File: src/rtl/idecode_stage_if.sv
// Fetch/execute/writeback bus seen by the decode stage.
// The slave modport is the decode stage; the master modport is its surroundings.
interface idecode_stage_if;
    logic        stall_v_o;
    logic        bubble_v_o;
    logic [31:0] pc_i;
    logic        inst_v_i;
    logic [31:0] inst_i;
    logic        flush_i;
    logic        stall_v_i;
    logic        ex_load_v_i;
    logic [4:0]  ex_rd_i;
    logic        wb_v_i;
    logic [4:0]  wb_rd_i;
    logic [31:0] wb_data_i;
    logic        valid_o;
    logic [31:0] pc_o;
    logic [6:0]  opcode_o;
    logic [4:0]  rd_o;
    logic [2:0]  funct3_o;
    logic        funct7b5_o;
    logic [4:0]  rs1_o;
    logic [4:0]  rs2_o;
    logic [31:0] rs1_data_o;
    logic [31:0] rs2_data_o;
    logic [31:0] imm_o;
    logic        illegal_o;

    modport slave (
        input  pc_i, inst_v_i, inst_i, flush_i, stall_v_i, ex_load_v_i, ex_rd_i,
               wb_v_i, wb_rd_i, wb_data_i,
        output stall_v_o, bubble_v_o, valid_o, pc_o, opcode_o, rd_o, funct3_o,
               funct7b5_o, rs1_o, rs2_o, rs1_data_o, rs2_data_o, imm_o, illegal_o
    );

    modport master (
        output pc_i, inst_v_i, inst_i, flush_i, stall_v_i, ex_load_v_i, ex_rd_i,
               wb_v_i, wb_rd_i, wb_data_i,
        input  stall_v_o, bubble_v_o, valid_o, pc_o, opcode_o, rd_o, funct3_o,
               funct7b5_o, rs1_o, rs2_o, rs1_data_o, rs2_data_o, imm_o, illegal_o
    );
endinterface

File: src/rtl/idecode_stage.sv
// RV32I decode stage: IF/ID register, 32x32 register file, field/immediate decode, load-use hazard.
// Optional macro RVGA_WB_BYPASS_EN forwards same-cycle writeback data onto the register reads.
module idecode_stage #(
    parameter int          NREGS    = 32,
    parameter logic [31:0] NOP_INST = 32'h00000013
) (
    input logic          clk_i,
    input logic          rst_i,
    idecode_stage_if.slave bus
);
    localparam logic [6:0] OPC_LUI    = 7'b0110111;
    localparam logic [6:0] OPC_AUIPC  = 7'b0010111;
    localparam logic [6:0] OPC_JAL    = 7'b1101111;
    localparam logic [6:0] OPC_JALR   = 7'b1100111;
    localparam logic [6:0] OPC_BRANCH = 7'b1100011;
    localparam logic [6:0] OPC_LOAD   = 7'b0000011;
    localparam logic [6:0] OPC_STORE  = 7'b0100011;
    localparam logic [6:0] OPC_OPIMM  = 7'b0010011;
    localparam logic [6:0] OPC_OP     = 7'b0110011;
    localparam logic [6:0] OPC_MISC   = 7'b0001111;
    localparam logic [6:0] OPC_SYSTEM = 7'b1110011;

    logic [31:0] pc_q;
    logic [31:0] inst_q;
    logic        v_q;
    logic [31:0] regs [NREGS];

    logic [6:0]  opcode;
    logic [4:0]  rs1;
    logic [4:0]  rs2;
    logic        uses_rs1;
    logic        uses_rs2;
    logic        legal;
    logic        hazard;
    logic [31:0] imm;

    assign opcode = inst_q[6:0];
    assign rs1    = inst_q[19:15];
    assign rs2    = inst_q[24:20];

    always_comb begin
        uses_rs1 = 1'b0;
        uses_rs2 = 1'b0;
        legal    = 1'b0;
        imm      = 32'h0;
        case (opcode)
            OPC_LUI, OPC_AUIPC: begin
                legal = 1'b1;
                imm   = {inst_q[31:12], 12'b0};
            end
            OPC_JAL: begin
                legal = 1'b1;
                imm   = {{11{inst_q[31]}}, inst_q[31], inst_q[19:12], inst_q[20], inst_q[30:21], 1'b0};
            end
            OPC_JALR, OPC_LOAD, OPC_OPIMM: begin
                legal    = 1'b1;
                uses_rs1 = 1'b1;
                imm      = {{20{inst_q[31]}}, inst_q[31:20]};
            end
            OPC_BRANCH: begin
                legal    = 1'b1;
                uses_rs1 = 1'b1;
                uses_rs2 = 1'b1;
                imm      = {{19{inst_q[31]}}, inst_q[31], inst_q[7], inst_q[30:25], inst_q[11:8], 1'b0};
            end
            OPC_STORE: begin
                legal    = 1'b1;
                uses_rs1 = 1'b1;
                uses_rs2 = 1'b1;
                imm      = {{20{inst_q[31]}}, inst_q[31:25], inst_q[11:7]};
            end
            OPC_OP: begin
                legal    = 1'b1;
                uses_rs1 = 1'b1;
                uses_rs2 = 1'b1;
            end
            OPC_MISC, OPC_SYSTEM: legal = 1'b1;
            default: ;
        endcase
    end

    // Only sources the opcode really reads can create a load-use dependency.
    assign hazard = v_q & bus.ex_load_v_i & (bus.ex_rd_i != 5'd0) &
                    ((uses_rs1 & (bus.ex_rd_i == rs1)) | (uses_rs2 & (bus.ex_rd_i == rs2)));

    always_ff @(posedge clk_i) begin
        if (rst_i) begin
            pc_q   <= 32'h0;
            inst_q <= NOP_INST;
            v_q    <= 1'b0;
        end else if (bus.flush_i) begin
            inst_q <= NOP_INST;
            v_q    <= 1'b0;
        end else if (!(bus.stall_v_i || hazard)) begin
            pc_q   <= bus.pc_i;
            inst_q <= bus.inst_i;
            v_q    <= bus.inst_v_i;
        end
    end

    always_ff @(posedge clk_i) begin
        if (rst_i) begin
            for (int i = 0; i < NREGS; i++) regs[i] <= 32'h0;
        end else if (bus.wb_v_i && (bus.wb_rd_i != 5'd0)) begin
            regs[bus.wb_rd_i] <= bus.wb_data_i;
        end
    end

`ifdef RVGA_WB_BYPASS_EN
    assign bus.rs1_data_o = (rs1 == 5'd0) ? 32'h0 :
                            (bus.wb_v_i && (bus.wb_rd_i == rs1)) ? bus.wb_data_i : regs[rs1];
    assign bus.rs2_data_o = (rs2 == 5'd0) ? 32'h0 :
                            (bus.wb_v_i && (bus.wb_rd_i == rs2)) ? bus.wb_data_i : regs[rs2];
`else
    assign bus.rs1_data_o = (rs1 == 5'd0) ? 32'h0 : regs[rs1];
    assign bus.rs2_data_o = (rs2 == 5'd0) ? 32'h0 : regs[rs2];
`endif

    // A squashed instruction never stalls fetch; a downstream stall always does.
    assign bus.stall_v_o  = (hazard & ~bus.flush_i) | bus.stall_v_i;
    assign bus.bubble_v_o = bus.flush_i;
    assign bus.valid_o    = v_q & ~hazard & ~bus.flush_i & ~rst_i;
    assign bus.pc_o       = pc_q;
    assign bus.opcode_o   = opcode;
    assign bus.rd_o       = inst_q[11:7];
    assign bus.funct3_o   = inst_q[14:12];
    assign bus.funct7b5_o = inst_q[30];
    assign bus.rs1_o      = rs1;
    assign bus.rs2_o      = rs2;
    assign bus.imm_o      = imm;
    assign bus.illegal_o  = v_q & ~legal;
endmodule

File: src/flat_wrapper.sv
// flat-port wrapper written by rule: the top's interface ports become plain ports
module idecode_stage_flat 
#(
    parameter int          NREGS    = 32,
    parameter logic [31:0] NOP_INST = 32'h00000013
)
  (clk_i, rst_i, bus_pc_i, bus_inst_v_i, bus_inst_i, bus_flush_i, bus_stall_v_i, bus_ex_load_v_i, bus_ex_rd_i, bus_wb_v_i, bus_wb_rd_i, bus_wb_data_i, bus_stall_v_o, bus_bubble_v_o, bus_valid_o, bus_pc_o, bus_opcode_o, bus_rd_o, bus_funct3_o, bus_funct7b5_o, bus_rs1_o, bus_rs2_o, bus_rs1_data_o, bus_rs2_data_o, bus_imm_o, bus_illegal_o);
  idecode_stage_if bus_i ();
  input logic clk_i;
  input logic rst_i;
  input wire logic [$bits(bus_i.pc_i)-1:0] bus_pc_i;
  input wire logic [$bits(bus_i.inst_v_i)-1:0] bus_inst_v_i;
  input wire logic [$bits(bus_i.inst_i)-1:0] bus_inst_i;
  input wire logic [$bits(bus_i.flush_i)-1:0] bus_flush_i;
  input wire logic [$bits(bus_i.stall_v_i)-1:0] bus_stall_v_i;
  input wire logic [$bits(bus_i.ex_load_v_i)-1:0] bus_ex_load_v_i;
  input wire logic [$bits(bus_i.ex_rd_i)-1:0] bus_ex_rd_i;
  input wire logic [$bits(bus_i.wb_v_i)-1:0] bus_wb_v_i;
  input wire logic [$bits(bus_i.wb_rd_i)-1:0] bus_wb_rd_i;
  input wire logic [$bits(bus_i.wb_data_i)-1:0] bus_wb_data_i;
  output wire logic [$bits(bus_i.stall_v_o)-1:0] bus_stall_v_o;
  output wire logic [$bits(bus_i.bubble_v_o)-1:0] bus_bubble_v_o;
  output wire logic [$bits(bus_i.valid_o)-1:0] bus_valid_o;
  output wire logic [$bits(bus_i.pc_o)-1:0] bus_pc_o;
  output wire logic [$bits(bus_i.opcode_o)-1:0] bus_opcode_o;
  output wire logic [$bits(bus_i.rd_o)-1:0] bus_rd_o;
  output wire logic [$bits(bus_i.funct3_o)-1:0] bus_funct3_o;
  output wire logic [$bits(bus_i.funct7b5_o)-1:0] bus_funct7b5_o;
  output wire logic [$bits(bus_i.rs1_o)-1:0] bus_rs1_o;
  output wire logic [$bits(bus_i.rs2_o)-1:0] bus_rs2_o;
  output wire logic [$bits(bus_i.rs1_data_o)-1:0] bus_rs1_data_o;
  output wire logic [$bits(bus_i.rs2_data_o)-1:0] bus_rs2_data_o;
  output wire logic [$bits(bus_i.imm_o)-1:0] bus_imm_o;
  output wire logic [$bits(bus_i.illegal_o)-1:0] bus_illegal_o;
  assign bus_i.pc_i = bus_pc_i;
  assign bus_i.inst_v_i = bus_inst_v_i;
  assign bus_i.inst_i = bus_inst_i;
  assign bus_i.flush_i = bus_flush_i;
  assign bus_i.stall_v_i = bus_stall_v_i;
  assign bus_i.ex_load_v_i = bus_ex_load_v_i;
  assign bus_i.ex_rd_i = bus_ex_rd_i;
  assign bus_i.wb_v_i = bus_wb_v_i;
  assign bus_i.wb_rd_i = bus_wb_rd_i;
  assign bus_i.wb_data_i = bus_wb_data_i;
  assign bus_stall_v_o = bus_i.stall_v_o;
  assign bus_bubble_v_o = bus_i.bubble_v_o;
  assign bus_valid_o = bus_i.valid_o;
  assign bus_pc_o = bus_i.pc_o;
  assign bus_opcode_o = bus_i.opcode_o;
  assign bus_rd_o = bus_i.rd_o;
  assign bus_funct3_o = bus_i.funct3_o;
  assign bus_funct7b5_o = bus_i.funct7b5_o;
  assign bus_rs1_o = bus_i.rs1_o;
  assign bus_rs2_o = bus_i.rs2_o;
  assign bus_rs1_data_o = bus_i.rs1_data_o;
  assign bus_rs2_data_o = bus_i.rs2_data_o;
  assign bus_imm_o = bus_i.imm_o;
  assign bus_illegal_o = bus_i.illegal_o;
  idecode_stage #(.NREGS(NREGS), .NOP_INST(NOP_INST)) u_core (.clk_i(clk_i), .rst_i(rst_i), .bus(bus_i));
endmodule
File: config.mk
export PLATFORM = sky130hd
export DESIGN_NAME = idecode_stage_flat
export DESIGN_NICKNAME = d
export VERILOG_FILES = /design/src/rtl/idecode_stage_if.sv /design/src/rtl/idecode_stage.sv /design/src/flat_wrapper.sv
export SDC_FILE = /design/constraint.sdc
export NUM_CORES = 2
export LEC_CHECK = 0
export ABC_AREA = 1
export CAP_MARGIN = 20
export CORE_MARGIN = 3
export CORE_UTILIZATION = 35
export CTS_CLUSTER_SIZE = 30
export DETAILED_ROUTE_END_ITERATION = 10
export SYNTH_ARGS = -nofsm -noshare
export SYNTH_HDL_FRONTEND = slang
export SYNTH_SLANG_ARGS = --single-unit
File: constraint.sdc
create_clock -name clk_i -period 4.1 [get_ports clk_i]
set_input_delay 1.23 -clock clk_i [delete_from_list [all_inputs] [get_ports clk_i]]
set_output_delay 1.23 -clock clk_i [all_outputs]
set_load 0.02 [all_outputs]
==> metrics.md <==
| Metric | Value |
|---|---|
| First-pass GRT wire length | 392,000 microns |
| Worst setup margin | -105 ps |
| Core Area | 163,000 sq um |
| CTS tree | built |
| Type of origin of the critical path | register |
| Crit path arrival time | 2970 ps |
| H-Tree Depth | 3 |
| Grt ovf | 0 |
| Total wire length | 291,000 microns |
| Vias/cell | 6.42 |
| Starting Density | 35.3% |
| Area growth syn-to-layout | 33.0% |
| # nets final | 7,177 |
| Design area | 76,700 sq um |
| Die Width | 412 microns |
| Cell Count, Final, Fillers Out | 9,345 |
| Violations in the final reports | setup timing |
| Die height | 412 microns |
| Endpoints failing hold | 0 |
| Hold crit path type | reg -> reg |
| RSZ-0062 raised after global routing | yes |
| Placed instance area | 65,000 sq um |
| WP data required | 2870 ps |
| Hold_sp | u_core.inst_q[28]$_SDFFE_PP0N_ |
| Die area | 170,000 sq um |
| Setup CP Type | reg -> out |
| Residual DRC | 0 |
| Most frequent CP cell | buf_12 |
| Tmin final | 4200 ps |
| IO Count | 271 |
| IO Port Bufs | 270 |
| Endpoints failing setup | 25 |
| WL/cell | 31.2 microns |
| Detail Route Antenna Nets | 0 |
| Leakage power total | 28.8 nW |
| Register Area | 32,300 sq um |
| Largest net degree at the start of global routing | 62 |
| Commonest non-fill, non-tap cell in the layout | nor2_1 |
| Seq/Total Area, Yosys | 55.9% |
| Row count | 148 |
| Vias in the first global route | 55,941 |
| Most frequent cells in the layout | 2,118 x nor2_1, 1,024 x edfxtp_1, 828 x o21ai_0 |
| Clock transition at path regs | 60 ps |
| Multi-input logic area | 23,600 sq um |
| Setup TNS | -592 ps |
| Root buffer cell | clkbuf_16 |
| Synth unique cells | 36 |
| Total GRT Usage | 31.8% |
| TritonCTS sink count | 1,099 |
| Final HPWL DP | 160,000 microns |
| Hold buffers post-CTS | 0 |
| CP Max Fanout | 7 |
| Period utilization | 103% |
| Reg-to-Reg Start | u_core.inst_q[5]$_SDFFE_PP0N_ |
| Pins over their slew limit | 0 |
| Syn Area/Cell | 8.77 sq um |
| Max incr delay on CP | 370 ps |
| Post-synthesis register bit count | 1,099 |
| Status | finished with violations |
| Share of layout cells above drive strength 1 | 20.7% |
| Routed vias | 59,991 |
| Max Freq | 238 MHz |
| GPL Wtd Cong | 0.947 |
| Clk_skew | 7.41 ps |
| Post-Syn Area | 57,700 sq um |
| Initial antenna violation count | 10 |
| Synth Instances | 6,580 |
| Cell Chain, Critical Path | buf_12 > buf_8 > buf_12 > buf_12 > buf_16 > o21ai_1 > o221ai_1 > nand3_1 > nand3_2 > nand2_2 > nor2_4 > buf_12 |
| Clock Latency Late Sink | 750 ps |
| CTS Buffer Depth | 3 |
| Worst-Margin Slew | 1090 ps |
| Initial drt markers | 11,703 |
| Fillers | 14,928 |
| PwrDens | 384 nW/um^2 |
| Critical path endpoint category | output pin |
| Max-cap viol count | 0 |
| Pre-CTS setup slack | -473 ps |
| Max rail drop VDD | 391 uV |
| Post-Place Cells | 8,815 |
| Hold Worst Slack | 494 ps |
| Slew headroom | 27.4% |
| Synth warnings | 0 |
| TritonCTS Buffers | 116 |
| TritonRoute pass-1 iters | 9 |
| Slowest-stage cell, CP | dfxtp_4 |
logic make-up (layout without fill, tap and decap cells):
kind of cell / count (synthesis) / in the layout / synth area share [%]
buf+inv: 889 / 1442 / 6.55
xor+xnor: 1 / 1 / 0.0152
other cells: 1 / 38 / 0.00650
compound gates: 1628 / 1628 / 17.3
flops: 1099 / 1099 / 55.9
simple gates: 2962 / 2962 / 20.3
critical path, delay by kind of cell, from the launching register on:
| kind | cells | cell delay, ps |
|---|---|---|
| AOI/OAI and AO/OA | 2 | 250 |
| buffers and inverters | 6 | 910 |
| DFF | 1 | 370 |
| and+or+nand+nor | 4 | 680 |
where the power goes:
group	leakage (nW)	total (mW)	internal (mW)	switching, mW
logic	16.6	5.12	1.86	3.26
registers	10.4	13.2	12.9	0.383
clock network	1.89	11.1	6.27	4.83
total	28.8	29.5	21.0	8.47
layout make-up:
cell class / instances / share of cell area, %
flip-flops and latches: 1099 / 42.1
multi-input cells: 4623 / 30.8
repair buffers: 1017 / 17.3
clock buffers: 137 / 4.04
well taps: 2175 / 3.55
inverters: 202 / 1.12
clock inverters: 81 / 1.06
repair inverters: 5 / 0.0881
diodes: 6 / 0.0196
per-layer routing:
layer / vias up / wire (microns) / global-route usage [%]
met1: 28403 / 97300 / 39.5
met4: 4 / 24100 / 20.2
met5: - / 102 / 0.402
li1: 24140 / - / -
met3: 1478 / 49300 / 11.3
met2: 5966 / 121000 / 46.9
synth_stat cells (all sizes together):
master   number  share of area (%)
clkbuf      392                2.6
nor2       2255                 15
o21ai      1094                9.5
nand3       315                2.7
o31ai         1              0.013
nand2       340                2.3
xor2          1              0.015
or2           1              0.011
dfxtp        75                2.6
a21oi        36               0.31
o221ai      474                7.2
inv         200                1.3
conb          1             0.0065
nor3         14               0.15
o211ai        1              0.013
o221a         2              0.039
clkinv        2              0.013
buf         295                2.7
edfxtp     1024                 53
o22ai        19               0.21
nand4        37               0.40
o2111ai       1              0.015
metrics by stage:
stage | utilization, % | power [mW]
6_report | 47.0 | 29.5
5_1_grt | 47.0 | 30.1
4_1_cts | 44.7 | 28.7
3_5_place_dp | 39.8 | 17.4
3_3_place_gp | 39.8 | 17.3
2_1_floorplan | - | 15.3
registers in the layout (all words and copies together), names as in the netlist, named ones only:
name / count
u_core.v_q: 1
u_core.bus.pc_o: 32
u_core.inst_q: 32
u_core.regs: 1024
what timing repair did:
| item | 4_1_cts | 5_1_grt |
|---|---|---|
| gates cloned | 54 | 54 |
| endpoints found under the setup margin | 87 | 81 |
| buffers inserted | 121 | 96 |
| endpoints found under the hold margin | 0 | 0 |
| pin swaps | 126 | 379 |
| resized for setup | 566 | 670 |
path summary, 6_finish.rpt:
kind,endpoint,slack (ps),depth (start not counted)
setup / recovery,bus_rs2_data_o[2],-100,12
hold / removal,u_core.inst_q[28]$_SDFFE_PP0N_,490,2
setup reg to reg,register,1530,13
hold reg to reg,u_core.inst_q[28]$_SDFFE_PP0N_,490,2
No activity file was read; power rests on OpenSTA's default activity.
